<file path="config.mk">
export PLATFORM = sky130hd
export DESIGN_NAME = mem_arbiter_flat
export DESIGN_NICKNAME = d
export VERILOG_FILES = /design/src/rtl/mem_pkg.sv /design/src/rtl/mem_arbiter_if.sv /design/src/rtl/rr_arbiter.sv /design/src/rtl/mem_arbiter.sv /design/src/flat_wrapper.sv
export SDC_FILE = /design/constraint.sdc
export NUM_CORES = 1
export LEC_CHECK = 0
export BUFFER_PORTS_ARGS = -buffer_cell sky130_fd_sc_hd__buf_4
export CORE_MARGIN = 1.5
export CORE_UTILIZATION = 27
export DETAILED_ROUTE_END_ITERATION = 6
export HOLD_SLACK_MARGIN = 0.03
export PLACE_DENSITY_LB_ADDON = 0.08
export SLEW_MARGIN = 20
export SYNTH_ARGS = -nofsm -noshare
export SYNTH_HDL_FRONTEND = slang
export SYNTH_SLANG_ARGS = --single-unit
</file>
<file path="constraint.sdc">
create_clock -name clk -period 1.4 [get_ports clk]
set_clock_uncertainty 0.2 [all_clocks]
set_input_delay 0.14 -clock clk [delete_from_list [all_inputs] [get_ports clk]]
set_output_delay 0.14 -clock clk [all_outputs]
set_load 0.05 [all_outputs]
</file>
<file path="src/rtl/mem_pkg.sv">
// rtl/mem_pkg.sv - shared constants and helpers for the SRAM arbiter
// Purpose: default bus widths, arbitration mode codes and the channel-id
//          width helper used by mem_arbiter and rr_arbiter.
// Ports:   none (package).
package mem_pkg;

    localparam int DEF_ADDR_W = 12;
    localparam int DEF_DATA_W = 16;

    localparam int ARB_RR    = 0;
    localparam int ARB_FIXED = 1;

    // Width of a channel index; never less than one bit so single-master
    // builds still get a legal vector.
    function automatic int id_width(input int n);
        int w;
        w = $clog2(n);
        return (w < 1) ? 1 : w;
    endfunction

endpackage

</file>
<file path="src/rtl/mem_arbiter_if.sv">
// rtl/mem_arbiter_if.sv - master-side and SRAM-side signal bundle for mem_arbiter
// Purpose: groups the per-master request/grant/response signals and the
//          SRAM command/data signals.
// Ports:   slave modport  - seen by mem_arbiter (requests in, grants/SRAM cmd out)
//          master modport - seen by masters and the SRAM model
interface mem_arbiter_if
    import mem_pkg::*;
#(
    parameter int NUM_CH = 2,
    parameter int ADDR_W = DEF_ADDR_W,
    parameter int DATA_W = DEF_DATA_W
);

    logic [NUM_CH-1:0]        m_req;
    logic [NUM_CH-1:0]        m_we;
    logic [NUM_CH*ADDR_W-1:0] m_addr;
    logic [NUM_CH*DATA_W-1:0] m_din;
    logic [NUM_CH-1:0]        m_gnt;
    logic [NUM_CH-1:0]        m_rvalid;
    logic [DATA_W-1:0]        m_dout;
    logic [ADDR_W-1:0]        sram_addr;
    logic [DATA_W-1:0]        sram_din;
    logic                     sram_we;
    logic                     sram_en;
    logic [DATA_W-1:0]        sram_dout;

    modport slave (
        input  m_req, m_we, m_addr, m_din, sram_dout,
        output m_gnt, m_rvalid, m_dout, sram_addr, sram_din, sram_we, sram_en
    );

    modport master (
        output m_req, m_we, m_addr, m_din, sram_dout,
        input  m_gnt, m_rvalid, m_dout, sram_addr, sram_din, sram_we, sram_en
    );

endinterface

</file>
<file path="src/rtl/rr_arbiter.sv">
// rtl/rr_arbiter.sv - combinational round-robin / fixed-priority arbiter
// Purpose: picks at most one requester and returns the pointer to use after
//          that grant.
// Ports:   req_i - request vector
//          ptr_i - current round-robin pointer (ignored in fixed mode)
//          gnt_o - one-hot grant (all zero when nothing requests)
//          ptr_o - pointer after this grant (equals ptr_i when no grant)
module rr_arbiter
    import mem_pkg::*;
#(
    parameter int NUM_CH   = 2,
    parameter int ARB_MODE = ARB_RR
) (
    input  logic [NUM_CH-1:0]           req_i,
    input  logic [id_width(NUM_CH)-1:0] ptr_i,
    output logic [NUM_CH-1:0]           gnt_o,
    output logic [id_width(NUM_CH)-1:0] ptr_o
);

    localparam int PW = id_width(NUM_CH);

    logic found;

    // Round-robin is done as two constant-index passes: first the channels at
    // or above the pointer, then a wrap-around pass from channel 0. Any
    // channel at or above the pointer is taken in the first pass, so the
    // second one only ever picks channels below it.
    always_comb begin
        gnt_o = '0;
        ptr_o = ptr_i;
        found = 1'b0;
        if (ARB_MODE == ARB_RR) begin
            for (int i = 0; i < NUM_CH; i++) begin
                if (!found && req_i[i] && (i >= int'(ptr_i))) begin
                    gnt_o[i] = 1'b1;
                    ptr_o    = (i == NUM_CH - 1) ? '0 : PW'(i + 1);
                    found    = 1'b1;
                end
            end
        end
        for (int i = 0; i < NUM_CH; i++) begin
            if (!found && req_i[i]) begin
                gnt_o[i] = 1'b1;
                if (ARB_MODE == ARB_RR) begin
                    ptr_o = (i == NUM_CH - 1) ? '0 : PW'(i + 1);
                end
                found = 1'b1;
            end
        end
    end

endmodule

</file>
<file path="src/rtl/mem_arbiter.sv">
// rtl/mem_arbiter.sv - multi-master front end for a single-port synchronous SRAM
// Purpose: grants one master per cycle, drives its command to the SRAM and
//          routes read data back after SRAM_LAT cycles.
// Ports:   clk - system clock
//          rst - asynchronous active-low reset
//          bus - mem_arbiter_if.slave: master requests/grants/read data and
//                the SRAM command and read-data signals
module mem_arbiter
    import mem_pkg::*;
#(
    parameter int NUM_CH   = 2,
    parameter int ADDR_W   = DEF_ADDR_W,
    parameter int DATA_W   = DEF_DATA_W,
    parameter int SRAM_LAT = 1,
    parameter int ARB_MODE = ARB_RR
) (
    input  logic          clk,
    input  logic          rst,
    mem_arbiter_if.slave  bus
);

    localparam int PW = id_width(NUM_CH);

    logic [PW-1:0]                    ptr_q;
    logic [PW-1:0]                    ptr_d;
    logic [NUM_CH-1:0]                gnt_raw;
    logic [NUM_CH-1:0]                gnt;
    logic [ADDR_W-1:0]                addr_mux;
    logic [DATA_W-1:0]                din_mux;
    logic                             we_mux;
    // Each stage holds a one-hot "read issued by channel i" vector, so the
    // last stage is already the registered m_rvalid.
    logic [SRAM_LAT-1:0][NUM_CH-1:0]  rv_q;

    rr_arbiter #(
        .NUM_CH   (NUM_CH),
        .ARB_MODE (ARB_MODE)
    ) u_arb (
        .req_i (bus.m_req),
        .ptr_i (ptr_q),
        .gnt_o (gnt_raw),
        .ptr_o (ptr_d)
    );

    // No grant may leave the block while reset is asserted.
    assign gnt = gnt_raw & {NUM_CH{rst}};

    always_comb begin
        addr_mux = '0;
        din_mux  = '0;
        we_mux   = 1'b0;
        for (int i = 0; i < NUM_CH; i++) begin
            if (gnt[i]) begin
                addr_mux = bus.m_addr[i*ADDR_W +: ADDR_W];
                din_mux  = bus.m_din[i*DATA_W +: DATA_W];
                we_mux   = bus.m_we[i];
            end
        end
    end

    assign bus.m_gnt     = gnt;
    assign bus.sram_addr = addr_mux;
    assign bus.sram_din  = din_mux;
    assign bus.sram_we   = we_mux;
    assign bus.sram_en   = |gnt;

    always_ff @(posedge clk or negedge rst) begin
        if (!rst) begin
            ptr_q <= '0;
        end else if (|gnt) begin
            ptr_q <= ptr_d;
        end
    end

    always_ff @(posedge clk or negedge rst) begin
        if (!rst) begin
            rv_q <= '0;
        end else begin
            rv_q[0] <= gnt & ~bus.m_we;
            for (int k = 1; k < SRAM_LAT; k++) begin
                rv_q[k] <= rv_q[k-1];
            end
        end
    end

    assign bus.m_rvalid = rv_q[SRAM_LAT-1];
    assign bus.m_dout   = (|rv_q[SRAM_LAT-1]) ? bus.sram_dout : '0;

endmodule

</file>
<file path="src/flat_wrapper.sv">
// flat-port wrapper written by rule: the top's interface ports become plain ports
module mem_arbiter_flat import mem_pkg::*;
#(
    parameter int NUM_CH   = 2,
    parameter int ADDR_W   = DEF_ADDR_W,
    parameter int DATA_W   = DEF_DATA_W,
    parameter int SRAM_LAT = 1,
    parameter int ARB_MODE = ARB_RR
)
  (clk, rst, bus_m_req, bus_m_we, bus_m_addr, bus_m_din, bus_sram_dout, bus_m_gnt, bus_m_rvalid, bus_m_dout, bus_sram_addr, bus_sram_din, bus_sram_we, bus_sram_en);
  mem_arbiter_if #(.NUM_CH(NUM_CH), .ADDR_W(ADDR_W), .DATA_W(DATA_W)) bus_i ();
  input  logic clk;
  input  logic rst;
  input wire logic [$bits(bus_i.m_req)-1:0] bus_m_req;
  input wire logic [$bits(bus_i.m_we)-1:0] bus_m_we;
  input wire logic [$bits(bus_i.m_addr)-1:0] bus_m_addr;
  input wire logic [$bits(bus_i.m_din)-1:0] bus_m_din;
  input wire logic [$bits(bus_i.sram_dout)-1:0] bus_sram_dout;
  output wire logic [$bits(bus_i.m_gnt)-1:0] bus_m_gnt;
  output wire logic [$bits(bus_i.m_rvalid)-1:0] bus_m_rvalid;
  output wire logic [$bits(bus_i.m_dout)-1:0] bus_m_dout;
  output wire logic [$bits(bus_i.sram_addr)-1:0] bus_sram_addr;
  output wire logic [$bits(bus_i.sram_din)-1:0] bus_sram_din;
  output wire logic [$bits(bus_i.sram_we)-1:0] bus_sram_we;
  output wire logic [$bits(bus_i.sram_en)-1:0] bus_sram_en;
  assign bus_i.m_req = bus_m_req;
  assign bus_i.m_we = bus_m_we;
  assign bus_i.m_addr = bus_m_addr;
  assign bus_i.m_din = bus_m_din;
  assign bus_i.sram_dout = bus_sram_dout;
  assign bus_m_gnt = bus_i.m_gnt;
  assign bus_m_rvalid = bus_i.m_rvalid;
  assign bus_m_dout = bus_i.m_dout;
  assign bus_sram_addr = bus_i.sram_addr;
  assign bus_sram_din = bus_i.sram_din;
  assign bus_sram_we = bus_i.sram_we;
  assign bus_sram_en = bus_i.sram_en;
  mem_arbiter #(.NUM_CH(NUM_CH), .ADDR_W(ADDR_W), .DATA_W(DATA_W), .SRAM_LAT(SRAM_LAT), .ARB_MODE(ARB_MODE)) u_core (.clk(clk), .rst(rst), .bus(bus_i));
endmodule
</file>
# Word level (Yosys, flattened, before mapping)
# Index checks and enable logic that the tools add are counted.
[word_totals] ram_bits=0 rom_bits=0 output_inout_bits=50 memories=0 regBits=3 in_bits=78 elab_cells=34 latchBits=0
[op_classes] n_mux=17 n_shift=0 reduce_logical=11 n_mul=0 n_bitwise=3 order_cmp=1 eq_ne=0 n_div=0 addsub=0
[ops] cell="$mux W16" count=3
[ops] cell="$mux W12" count=2
[ops] cell="$mux W1" count=12
[ops] cell="$and A2 B2 Y2" count=2
[ops] cell="$logic_and A1 B1 Y1" count=4
[ops] cell="$reduce_bool A4 Y1" count=1
[ops] cell="$reduce_or A2 Y1" count=2
[ops] cell="$logic_not A1 Y1" count=3
[ops] cell="$not A2 Y2" count=1
[ops] cell="$reduce_and A2 Y1" count=1
[ops] cell="$ge A1 B1 Y1 const A" count=1

# Depth between registers and ports, before layout
# Gate-level depths: netlist (run 1).
[depth] depth_word=15 depth_mapped=4 depth_no_buf=3

# By module
# Synthesis (run 1) repeated with hierarchy kept, for this count alone.
[hier_totals] cells_unflattened=131 hier_area_um2=864.6
[by_module_without_submodules] mod="mem_arbiter" cells_each=126 area_each_um2=835.8 seq_area_each_um2=75.1 instances=1
[by_module_without_submodules] mod="rr_arbiter" cells_each=5 area_each_um2=28.8 seq_area_each_um2=0.0 instances=1

# Worst setup path after synthesis (run 1)
# Ideal clock, no wire load.
[synth_path] kind="register to output" startpoint="register u_core.rv_q (netlist bit u_core.bus.m_rvalid[1])" endpoint="output bus_m_dout[10]" required_ps=1060 path_stages_with_launch=4 arrival_time_ps=1716 slack_ps=-656 cell_sequence="dfrtp_1 -> nor2_1 -> buf_2 -> nor2b_1"
[synth_via] elab_chain_cells=2
[synth_rtl] element="start: declaration" line="mem_arbiter.sv:33" rtl="logic [SRAM_LAT-1:0][NUM_CH-1:0] rv_q;"
[synth_rtl] element="start signal: indexed assignment" line="mem_arbiter.sv:81" rtl="rv_q[k] <= rv_q[k-1];"
[synth_rtl] element="$reduce_or A2 Y1" line="mem_arbiter.sv:87" rtl="assign bus.m_dout = (|rv_q[SRAM_LAT-1]) ? bus.sram_dout : '0;"
[synth_rtl] element="$mux W16" line="mem_arbiter.sv:87"
[synth_rtl] element="end: declaration" line="flat_wrapper.sv:21" rtl="output wire logic [$bits(bus_i.m_dout)-1:0] bus_m_dout;"
# Every way passes these cells.

# Worst setup path after layout (run 1)
[layout_path] startpoint="register u_core.ptr_q" endpoint="output bus_sram_din[7]"
[layout_via] elab_chain_cells=14 word_cells_on_any_way=17
[layout_rtl] element="start: declaration" line="mem_arbiter.sv:24" rtl="logic [PW-1:0] ptr_q;"
[layout_rtl] element="start signal: assignment" line="mem_arbiter.sv:71" rtl="ptr_q <= ptr_d;"
[layout_rtl] element="$ge A1 B1 Y1 (*)" line="rr_arbiter.sv:34" rtl="if (!found && req_i[i] && (i >= int'(ptr_i))) begin"
[layout_rtl] element="$logic_and A1 B1 Y1 (*)" line="rr_arbiter.sv:34"
[layout_rtl] element="$mux W1 (*)" line="rr_arbiter.sv:34"
[layout_rtl] element="$logic_not A1 Y1" line="rr_arbiter.sv:34"
[layout_rtl] element="$logic_and A1 B1 Y1" line="rr_arbiter.sv:34"
[layout_rtl] element="$mux W1" line="rr_arbiter.sv:34"
[layout_rtl] element="$logic_not A1 Y1" line="rr_arbiter.sv:42" rtl="if (!found && req_i[i]) begin"
[layout_rtl] element="$logic_and A1 B1 Y1" line="rr_arbiter.sv:42"
[layout_rtl] element="$mux W1" line="rr_arbiter.sv:42"
[layout_rtl] element="$logic_not A1 Y1" line="rr_arbiter.sv:42"
[layout_rtl] element="$logic_and A1 B1 Y1" line="rr_arbiter.sv:42"
[layout_rtl] element="$mux W1" line="rr_arbiter.sv:42"
[layout_rtl] element="$and A2 B2 Y2 (*)" line="mem_arbiter.sv:46" rtl="assign gnt = gnt_raw & {NUM_CH{rst}};"
[layout_rtl] element="$mux W16 (*)" line="mem_arbiter.sv:53" rtl="if (gnt[i]) begin"
[layout_rtl] element="end: declaration" line="flat_wrapper.sv:23" rtl="output wire logic [$bits(bus_i.sram_din)-1:0] bus_sram_din;"
# Every way passes the cells marked *; elsewhere a longest branch is shown, timed or not.

==> results of run 1 <==
power breakdown:
group | internal [mW] | switching (mW) | total, mW | leakage (nW)
sequential | 0.0969 | 0.0156 | 0.112 | 0.0344
combinational | 0.543 | 0.753 | 1.30 | 1.12
clock | 0.108 | 0.0580 | 0.166 | 0.0150
area by class of cell:
| class | count | share of cell area [%] |
|---|---|---|
| flip-flops and latches | 3 | 3.247 |
| repair buffers | 143 | 55.52 |
| inverters | 2 | 0.3093 |
| well taps | 30 | 1.546 |
| multi-input cells | 115 | 38.30 |
| clock buffers | 4 | 1.082 |
placed cells by master, fill, tap and decap left out, drive strengths merged:
master,netlist,layout
nor3,2,2
dlygate4sd3,0,4
o22ai,29,29
inv,2,2
o21ai,1,1
dfrtp,3,3
nor2b,16,16
nand2,60,60
a31oi,1,1
clkbuf,0,4
buf,14,139
a21oi,1,1
nor2,5,5
metal layers:
| layer | vias up | share of wire, % |
|---|---|---|
| met5 | - | 0 |
| li1 | 721 | - |
| met1 | 813 | 32 |
| met2 | 218 | 47 |
| met4 | 0 | 9.5 |
| met3 | 59 | 11 |
tightest hold or removal path, stage by stage:
cell and delay (ns):
buf_4 0.12, a21oi_1 0.08, a31oi_1 0.15
registers in the layout, summed over array words and instances (netlist names):
signal,flops
u_core.bus.m_rvalid,2
u_core.ptr_q,1
metrics by stage:
stage / power, mW / area [sq um] / utilization, % / setup slack [ns]
floorplan: 0.8331 / 1101 / - / -0.1414
global placement: 1.180 / 2101 / 83.28 / -0.03794
detailed placement: 1.193 / 2101 / 83.28 / -0.04879
CTS: 1.471 / 2396 / 94.99 / -0.2919
global route: 1.613 / 2427 / 96.23 / -0.3803
finish: 1.574 / 2427 / 96.23 / -0.3694
synthesized netlist by cell type:
cell type	number	area (sq um)
a31oi_1	1	6.260
buf_4	1	7.510
nor2_1	5	18.77
nor3_1	2	10.01
dfrtp_1	3	75.07
inv_2	1	3.750
a21oi_1	1	5.000
o22ai_1	29	181.4
buf_6	3	33.78
nand2_1	60	225.2
buf_2	10	50.05
inv_1	1	3.750
nor2b_1	16	100.1
o21ai_4	1	16.27
cells by family (layout without fill, tap and decap cells):
group	Yosys count	count (layout)	synth area share [%]
compound gates	32	32	28.35
buf+inv	16	149	13.41
flops	3	3	10.19
simple gates	83	83	48.05
how the worst max path moves through the flow:
stage	depth (start not counted)	slack, ns	endpoint	startpoint
finish	5	-0.37	bus_sram_din[7]	u_core.ptr_q$_DFFE_PN0P_
global route	5	-0.38	bus_sram_din[5]	u_core.ptr_q$_DFFE_PN0P_
CTS	5	-0.29	bus_sram_din[10]	u_core.ptr_q$_DFFE_PN0P_
detailed placement	5	-0.05	bus_sram_addr[11]	u_core.ptr_q$_DFFE_PN0P_
global placement	5	-0.04	bus_sram_we	u_core.ptr_q$_DFFE_PN0P_
floorplan	4	-0.14	bus_sram_addr[10]	u_core.ptr_q$_DFFE_PN0P_
what timing repair did:
action,in CTS,in global routing
setup endpoints to repair,47,47
hold buffers,4,0
endpoints found under the hold margin,6,0
pin swaps,2,0
buffers inserted,1,1
resized for setup,58,6
==> impl_metrics.ini, run 1 <==
[worst_hold_path]
hold_class = input port to flip-flop
min_from = bus_m_req[0]
holdPathEnd = u_core.ptr_q$_DFFE_PN0P_
holdPathStages = 3

[clocking]
cts.reportedPaths.clkPinSlew_ns = 0.04
numCtsBuffers = 3
cts_root_buffer = clkbuf_4
worstSkewPairLatency_ns = 0.24
clock-sinks = 3
cts_tree = built
clockBufferDepth = 2
h-tree-depth = 1

[setup_path]
r2r-start = u_core.ptr_q$_DFFE_PN0P_
r2r_cells = 3
crit_slowest_cell = dfrtp_2
endpoint_kind = output pin
rrSetupSlack_ns = 0.10
slowest_delay_ns = 0.45
crit_type = flip-flop to output pin
path_buf_inv = 2
cp_max_fo = 12
cp.arrival_ns = 1.43
crit_required_ns = 1.06
cp_common_cell = buf_6
crit_chain = nand2_1, nand2_2, buf_6, o22ai_4, buf_6
rr_endpoint = u_core.bus.m_rvalid[1]$_DFF_PN0_
start_kind = flip-flop
cp_top_family = flip-flops

[final_layout]
nNetsFinal = 346
area_growth_pct = 229.4
drive_above_1_share_pct = 73.41
stdcell_count = 297
nFillCells = 48
diodes = 0
multiInputGateArea_sq_um = 929.6
seqCellArea_sq_um = 78.83

[pwr]
p_leak_nw = 1.174
peakVddDrop_mv = 0.5562
p_per_area_mw_per_mm2 = 648.4

[sta]
whs_ns = 0.09520
tightest_slew_ns = 0.2858
setup_violations = 48
rsz0062_at_grt = yes
slew_viol_final = 0
finalHoldViolations = 0
min_period_over_period_pct = 126.4
clock.fmax_ghz = 0.5652
maxSlewHeadroom_pct = 80.93
setup_tns_ns = -13.26
setup_slack_ns = -0.3694
final.min_clock_period_ns = 1.769

[yosys]
syn_area_per_cell_sq_um = 5.500
synthCells = 134
synth_area_sq_um = 737.0
synth_cell_types = 14
yosysSeqAreaShare_pct = 10.19
yosys_register_bits = 3
syn_nets = 212
synth_warnings = 0

[die]
dieArea_sq_mm = 0.003052
initial_core_util_pct = 29.22
ios = 128
rows = 18
coreArea_sq_mm = 0.002522
die_x_um = 55.25
die_y_um = 55.25

[route]
vias_per_cell = 6.098
dr.first_iter.drc_count = 135
vias = 1811
routed_wl_mm = 6.984
drtPass1Iterations = 4
antenna_left = 0
drc = 0
wl_per_cell_um = 23.52

[global_routing]
grtUsageMet1_pct = 41.71
grt_pass1_vias = 1713
gr-usage-met3_pct = 5.621
antenna_found_initial = 0
use_met2_pct = 67.01
busiest_layer = met2
grt_overflow_total = 0
grt_max_degree = 34
grt_pass1_wl_mm = 8.949
grt.total_usage_pct = 36.59

[place]
placed_cells = 287
gp_congestion = 0.6706
io_buffer_count = 127
dp_hpwl_mm = 2.904

[run_status]
status = finished with violations
violations = setup timing

[flow_run]
cap_violations = 0
No activity file was read; power rests on OpenSTA's default activity.
==> run 2, diff against run 1 <==
--- a/config.mk
+++ b/config.mk
@@ -7,5 +7,4 @@
 export LEC_CHECK = 0
 export BUFFER_PORTS_ARGS = -buffer_cell sky130_fd_sc_hd__buf_4
-export CORE_MARGIN = 1.5
 export CORE_UTILIZATION = 27
 export DETAILED_ROUTE_END_ITERATION = 6
==> constraint.sdc (replaced) <==
create_clock -name clk -period 1.4 [get_ports clk]
set_clock_uncertainty 0.2 [all_clocks]
set_input_delay 0.14 -clock clk [delete_from_list [all_inputs] [get_ports clk]]
set_output_delay 0.14 -clock clk [all_outputs]
set_load 0.02 [all_outputs]
==> run 2 against run 1 <==
The run still ends with setup timing left. Cell count is 0.67% higher. Sequential power is 5% lower. Sequential cell count stayed put. Wire length is 44% lower. Die area is 3.6% lower. First-iteration DRC count is 87% lower. Worst setup slack better by 0.13 ns. Sequential share of layout area is 0.29 points higher. Critical endpoint is now bus_sram_din[4]. Highest routed layer unchanged.
==> impl_metrics.ini, run 2 (synthesis gave the netlist of run 1 again) <==
[global_routing]
antenna_found_initial = 0
grtUsageMet1_pct = 20.99
use_met2_pct = 38.41
grt.total_usage_pct = 19.90
grt_overflow_total = 0
grt_max_degree = 29
gr-usage-met3_pct = 3.333
busiest_layer = met2
grt_pass1_vias = 1066
grt_pass1_wl_mm = 4.360

[run_status]
violations = setup timing
status = finished with violations

[sta]
min_period_over_period_pct = 117.0
setup_slack_ns = -0.2382
final.min_clock_period_ns = 1.638
rsz0062_at_grt = yes
setup_tns_ns = -8.298
clock.fmax_ghz = 0.6104
slew_viol_final = 0
finalHoldViolations = 0
setup_violations = 47
maxSlewHeadroom_pct = 86.43
tightest_slew_ns = 0.2033

[route]
routed_wl_mm = 3.923
vias = 1450
drtPass1Iterations = 4
wl_per_cell_um = 13.12
antenna_left = 0
drc = 0
dr.first_iter.drc_count = 18
vias_per_cell = 4.849

[place]
io_buffer_count = 127
gp_congestion = 0.6774
dpl-instance-area_sq_mm = 0.001790
dp_hpwl_mm = 2.529

[clocking]
clockBufferDepth = 2
clock-sinks = 3
h-tree-depth = 1
numCtsBuffers = 3
cts_tree = built
cts_root_buffer = clkbuf_4
worstSkewPairLatency_ns = 0.24
cts.reportedPaths.clkPinSlew_ns = 0.04

[setup_path]
start_kind = flip-flop
endpoint_kind = output pin
cp.arrival_ns = 1.30
crit_type = flip-flop to output pin
crit_required_ns = 1.06
cp_max_fo = 15

[die]
die_y_um = 54.25
dieArea_sq_mm = 0.002943
rows = 18
ios = 128
die_x_um = 54.25
initial_core_util_pct = 29.22
coreArea_sq_mm = 0.002522

[final_layout]
nFillCells = 167
seqCellArea_sq_um = 75.07
final_common_cell = buf_4
drive_above_1_share_pct = 62.45
nNetsFinal = 348
multiInputGateArea_sq_um = 715.7
diodes = 0
finalInstanceArea_sq_mm = 0.002121
largest_reg_flops = 2
area_growth_pct = 187.8
most-common-layout-cells = 111 x buf_4, 58 x nand2_1, 24 x buf_6

[worst_hold_path]
hold_class = input port to flip-flop

[pwr]
finalPower_mw = 1.127
peakVddDrop_mv = 0.4129
p_leak_nw = 1.099
p_per_area_mw_per_mm2 = 531.3

[flow_run]
cap_violations = 0
## run 2: path summary, 6_finish.rpt
kind                       slack (ns)  cells after the start                                to                startpoint
setup / recovery                -0.24                      4                   bus_sram_din[4]  u_core.ptr_q$_DFFE_PN0P_
min in group asynchronous        0.17                      2  u_core.bus.m_rvalid[1]$_DFF_PN0_                       rst
setup reg to reg                 0.22                      4  u_core.bus.m_rvalid[0]$_DFF_PN0_  u_core.ptr_q$_DFFE_PN0P_
hold / removal                   0.06                      3          u_core.ptr_q$_DFFE_PN0P_              bus_m_req[0]
hold reg to reg                  0.47                      2          u_core.ptr_q$_DFFE_PN0P_  u_core.ptr_q$_DFFE_PN0P_
max in group asynchronous        0.55                      3          u_core.ptr_q$_DFFE_PN0P_                       rst
## run 2: cell type report
| class | count | share of cell area, % |
|---|---|---|
| clock buffers | 4 | 1.239 |
| inverters | 2 | 0.3540 |
| multi-input cells | 115 | 33.75 |
| repair buffers | 145 | 59.35 |
| flip-flops and latches | 3 | 3.540 |
| well taps | 30 | 1.770 |
## run 2: power breakdown
part           switching (mW)  internal [mW]
Combinational           0.397          0.464
Clock                  0.0520          0.107
Sequential             0.0111         0.0953
## run 2: timing repair
action,CTS,global route
gates resized for setup,15,38
endpoints found under the setup margin,47,47
gates cloned,1,1
hold buffers,5,0
endpoints found under the hold margin,6,0
setup buffers,0,0
pin swaps,1,3
## run 2: critical path, stage by stage (launching register included)
cell,delay [ns]
dfrtp_1,0.42
o21ai_4,0.21
buf_12,0.18
o22ai_1,0.09
buf_4,0.16
## run 2: routing by layer
layer	vias to the layer above	routed length [um]
li1	724	-
met1	646	1429
met2	74	2100
met3	6	353
met4	0	40
met5	-	0
## run 2: metrics by stage
step | std cells | util [%] | hold WS, ns | setup slack, ns
6_report | 299 | 84.08 | 0.05982 | -0.2382
5_1_grt | 299 | 84.08 | 0.09839 | -0.2936
4_1_cts | 298 | 76.59 | 0.04222 | -0.2257
3_5_place_dp | 288 | 70.98 | -0.2084 | -0.02982
3_3_place_gp | 288 | 70.98 | -0.2078 | 0.01995
2_1_floorplan | 134 | - | -0.3556 | -0.01114
==> run 3, diff against run 2 <==
Settings changed: CORE_UTILIZATION 27 to 29.
Clock period 1.4 ns to 2.06 ns, I/O delays scaled along.
==> run 3 against run 2 <==
The run now ends clean. Non-clock buffer count is 9 lower. Critical path depth is 3 higher. Sequential share of layout area is 0.74 points higher. Via count is 4.8% lower. Total power is 43% lower. Critical path type is now input port to output pin. First-iteration DRC count is 72% higher. Highest routed layer unchanged. Worst hold slack better by 0.056 ns. Clock-buffer cell count stayed put.
==> impl_metrics.ini, run 3 (synthesis gave the netlist of run 1 again) <==
[pwr]
pwr-share-seq_pct = 11.2
p_leak_nw = 0.9518
p_per_area_mw_per_mm2 = 365.8
p_comb_share_pct = 72.8
switching_share_pct = 41.40
clkPwrFrac_pct = 16.1
p_int_mw = 0.3760
peakVddDrop_mv = 0.2857
p_sw_mw = 0.2657

[clocking]
h-tree-depth = 1
worstSkewPairLatency_ns = 0.23
cts.reportedPaths.clkPinSlew_ns = 0.04
cts_tree = built
clock-sinks = 3
clockBufferDepth = 2
cts_root_buffer = clkbuf_4
numCtsBuffers = 3
post_cts_buffers = 0

[route]
routed_wl_mm = 3.456
antenna_left = 0
vias_per_cell = 4.795
vias = 1381
drtPass1Iterations = 4
drc = 0
wl_per_cell_um = 12.00
dr.first_iter.drc_count = 31

[sta]
finalHoldViolations = 0
tightest_slew_ns = 0.5363
clock.fmax_ghz = 0.5081
maxSlewHeadroom_pct = 64.25
rsz0062_at_grt = no
min_period_over_period_pct = 95.55
slew_viol_final = 0
final.min_clock_period_ns = 1.968
setup_violations = 0
setup_tns_ns = 0

[die]
dieArea_sq_mm = 0.002747
rows = 17
die_x_um = 52.41
ios = 128
die_y_um = 52.41
initial_core_util_pct = 32.08
coreArea_sq_mm = 0.002297

[worst_hold_path]
hold_class = input port to flip-flop
holdPathEnd = u_core.ptr_q$_DFFE_PN0P_
holdPathStages = 3
min_from = bus_m_req[0]

[global_routing]
antenna_found_initial = 0
grt_overflow_total = 0
grt_pass1_wl_mm = 4.609
busiest_layer = met2
use_met2_pct = 41.56
grt_pass1_vias = 1044
grt_max_degree = 63
gr-usage-met3_pct = 4.928
grt.total_usage_pct = 22.04
grtUsageMet1_pct = 23.92

[place]
io_buffer_count = 127
gp_congestion = 0.7040
dp_hpwl_mm = 2.646

[final_layout]
final_common_cell = buf_4
most-common-layout-cells = 130 x buf_4, 59 x nand2_1, 28 x o22ai_1
diodes = 0
drive_above_1_share_pct = 53.46
largest_reg_flops = 2
fin_util_pct = 76.36
nNetsFinal = 339
nFillCells = 220
area_growth_pct = 138.0

[setup_path]
r2r_cells = 4
cp.arrival_ns = 1.56
rrSetupSlack_ns = 0.85
cp_max_fo = 15
start_kind = input port
endpoint_kind = output pin
rr_endpoint = u_core.bus.m_rvalid[0]$_DFF_PN0_
r2r-start = u_core.ptr_q$_DFFE_PN0P_
crit_required_ns = 1.65
crit_type = input port to output pin

[flow_run]
cap_violations = 0

[run_status]
status = complete, no violations
run 3: cell types whose count changed in the layout (fill, tap and decap cells not counted), sizes merged:
cell	change
buf	-7
clkbuf	-1
dlygate4sd3	-1
run 3: through the flow:
step / std cells / worst slack [ns] / hold WS, ns / instance area (sq um) / power [mW]
floorplan: 134 / 0.5659 / -0.2896 / 737.0 / 0.3044
global placement: 280 / 0.5087 / 0.01730 / 1672 / 0.5223
detailed placement: 280 / 0.4871 / 0.01559 / 1672 / 0.5263
CTS: 288 / 0.02700 / 0.09468 / 1738 / 0.6437
global route: 288 / 0.01413 / 0.1357 / 1754 / 0.6839
finish: 288 / 0.09170 / 0.1154 / 1754 / 0.6417
run 3: worst max-delay path by stage:
stage	cells past startpoint	slack [ns]	startpoint	end
finish	7	0.09	bus_m_req[1]	bus_sram_din[7]
global route	7	0.01	bus_m_req[1]	bus_sram_din[10]
CTS	7	0.03	bus_m_req[1]	bus_sram_din[7]
detailed placement	5	0.49	u_core.ptr_q$_DFFE_PN0P_	bus_sram_din[7]
global placement	5	0.51	u_core.ptr_q$_DFFE_PN0P_	bus_sram_addr[2]
floorplan	3	0.57	u_core.bus.m_rvalid[1]$_DFF_PN0_	bus_m_dout[10]
run 3: routing by layer:
metal / routed length, um / vias to the layer above
li1: - / 704
met1: 1248 / 594
met2: 1828 / 79
met3: 338 / 4
met4: 41 / 0
met5: 0 / -
run 3: power by group through the flow:
| stage | clock [mW] | combinational, mW | sequential [mW] |
|---|---|---|---|
| 3_5_place_dp | 0 | 0.454 | 0.0721 |
| 6_report | 0.103 | 0.467 | 0.0716 |
| 3_3_place_gp | 0 | 0.451 | 0.0715 |
| 2_1_floorplan | 0 | 0.231 | 0.0735 |
| 5_1_grt | 0.113 | 0.498 | 0.0726 |
| 4_1_cts | 0.111 | 0.461 | 0.0716 |
run 3: layout make-up:
type	count	area [sq um]	share of cell area [%]
Timing Repair Buffer	136	1039	59.20
Multi-Input combinational cell	115	571.8	32.60
Sequential cell	3	75.07	4.280
Clock buffer	4	26.28	1.498
Tap cell	28	35.03	1.997
Inverter	2	7.507	0.4280
run 3: what timing repair did:
action / 4_1_cts / 5_1_grt
endpoints found under the hold margin: 6 / 0
hold buffers: 4 / 0
setup endpoints to repair: 0 / 25
gates resized for setup: 0 / 4
run 3: critical path: stages:
cell and delay (ns):
dlygate4sd3_1 0.54, buf_4 0.16, nand2_1 0.07, nand2_2 0.11, buf_6 0.18, o22ai_1 0.13, buf_4 0.17
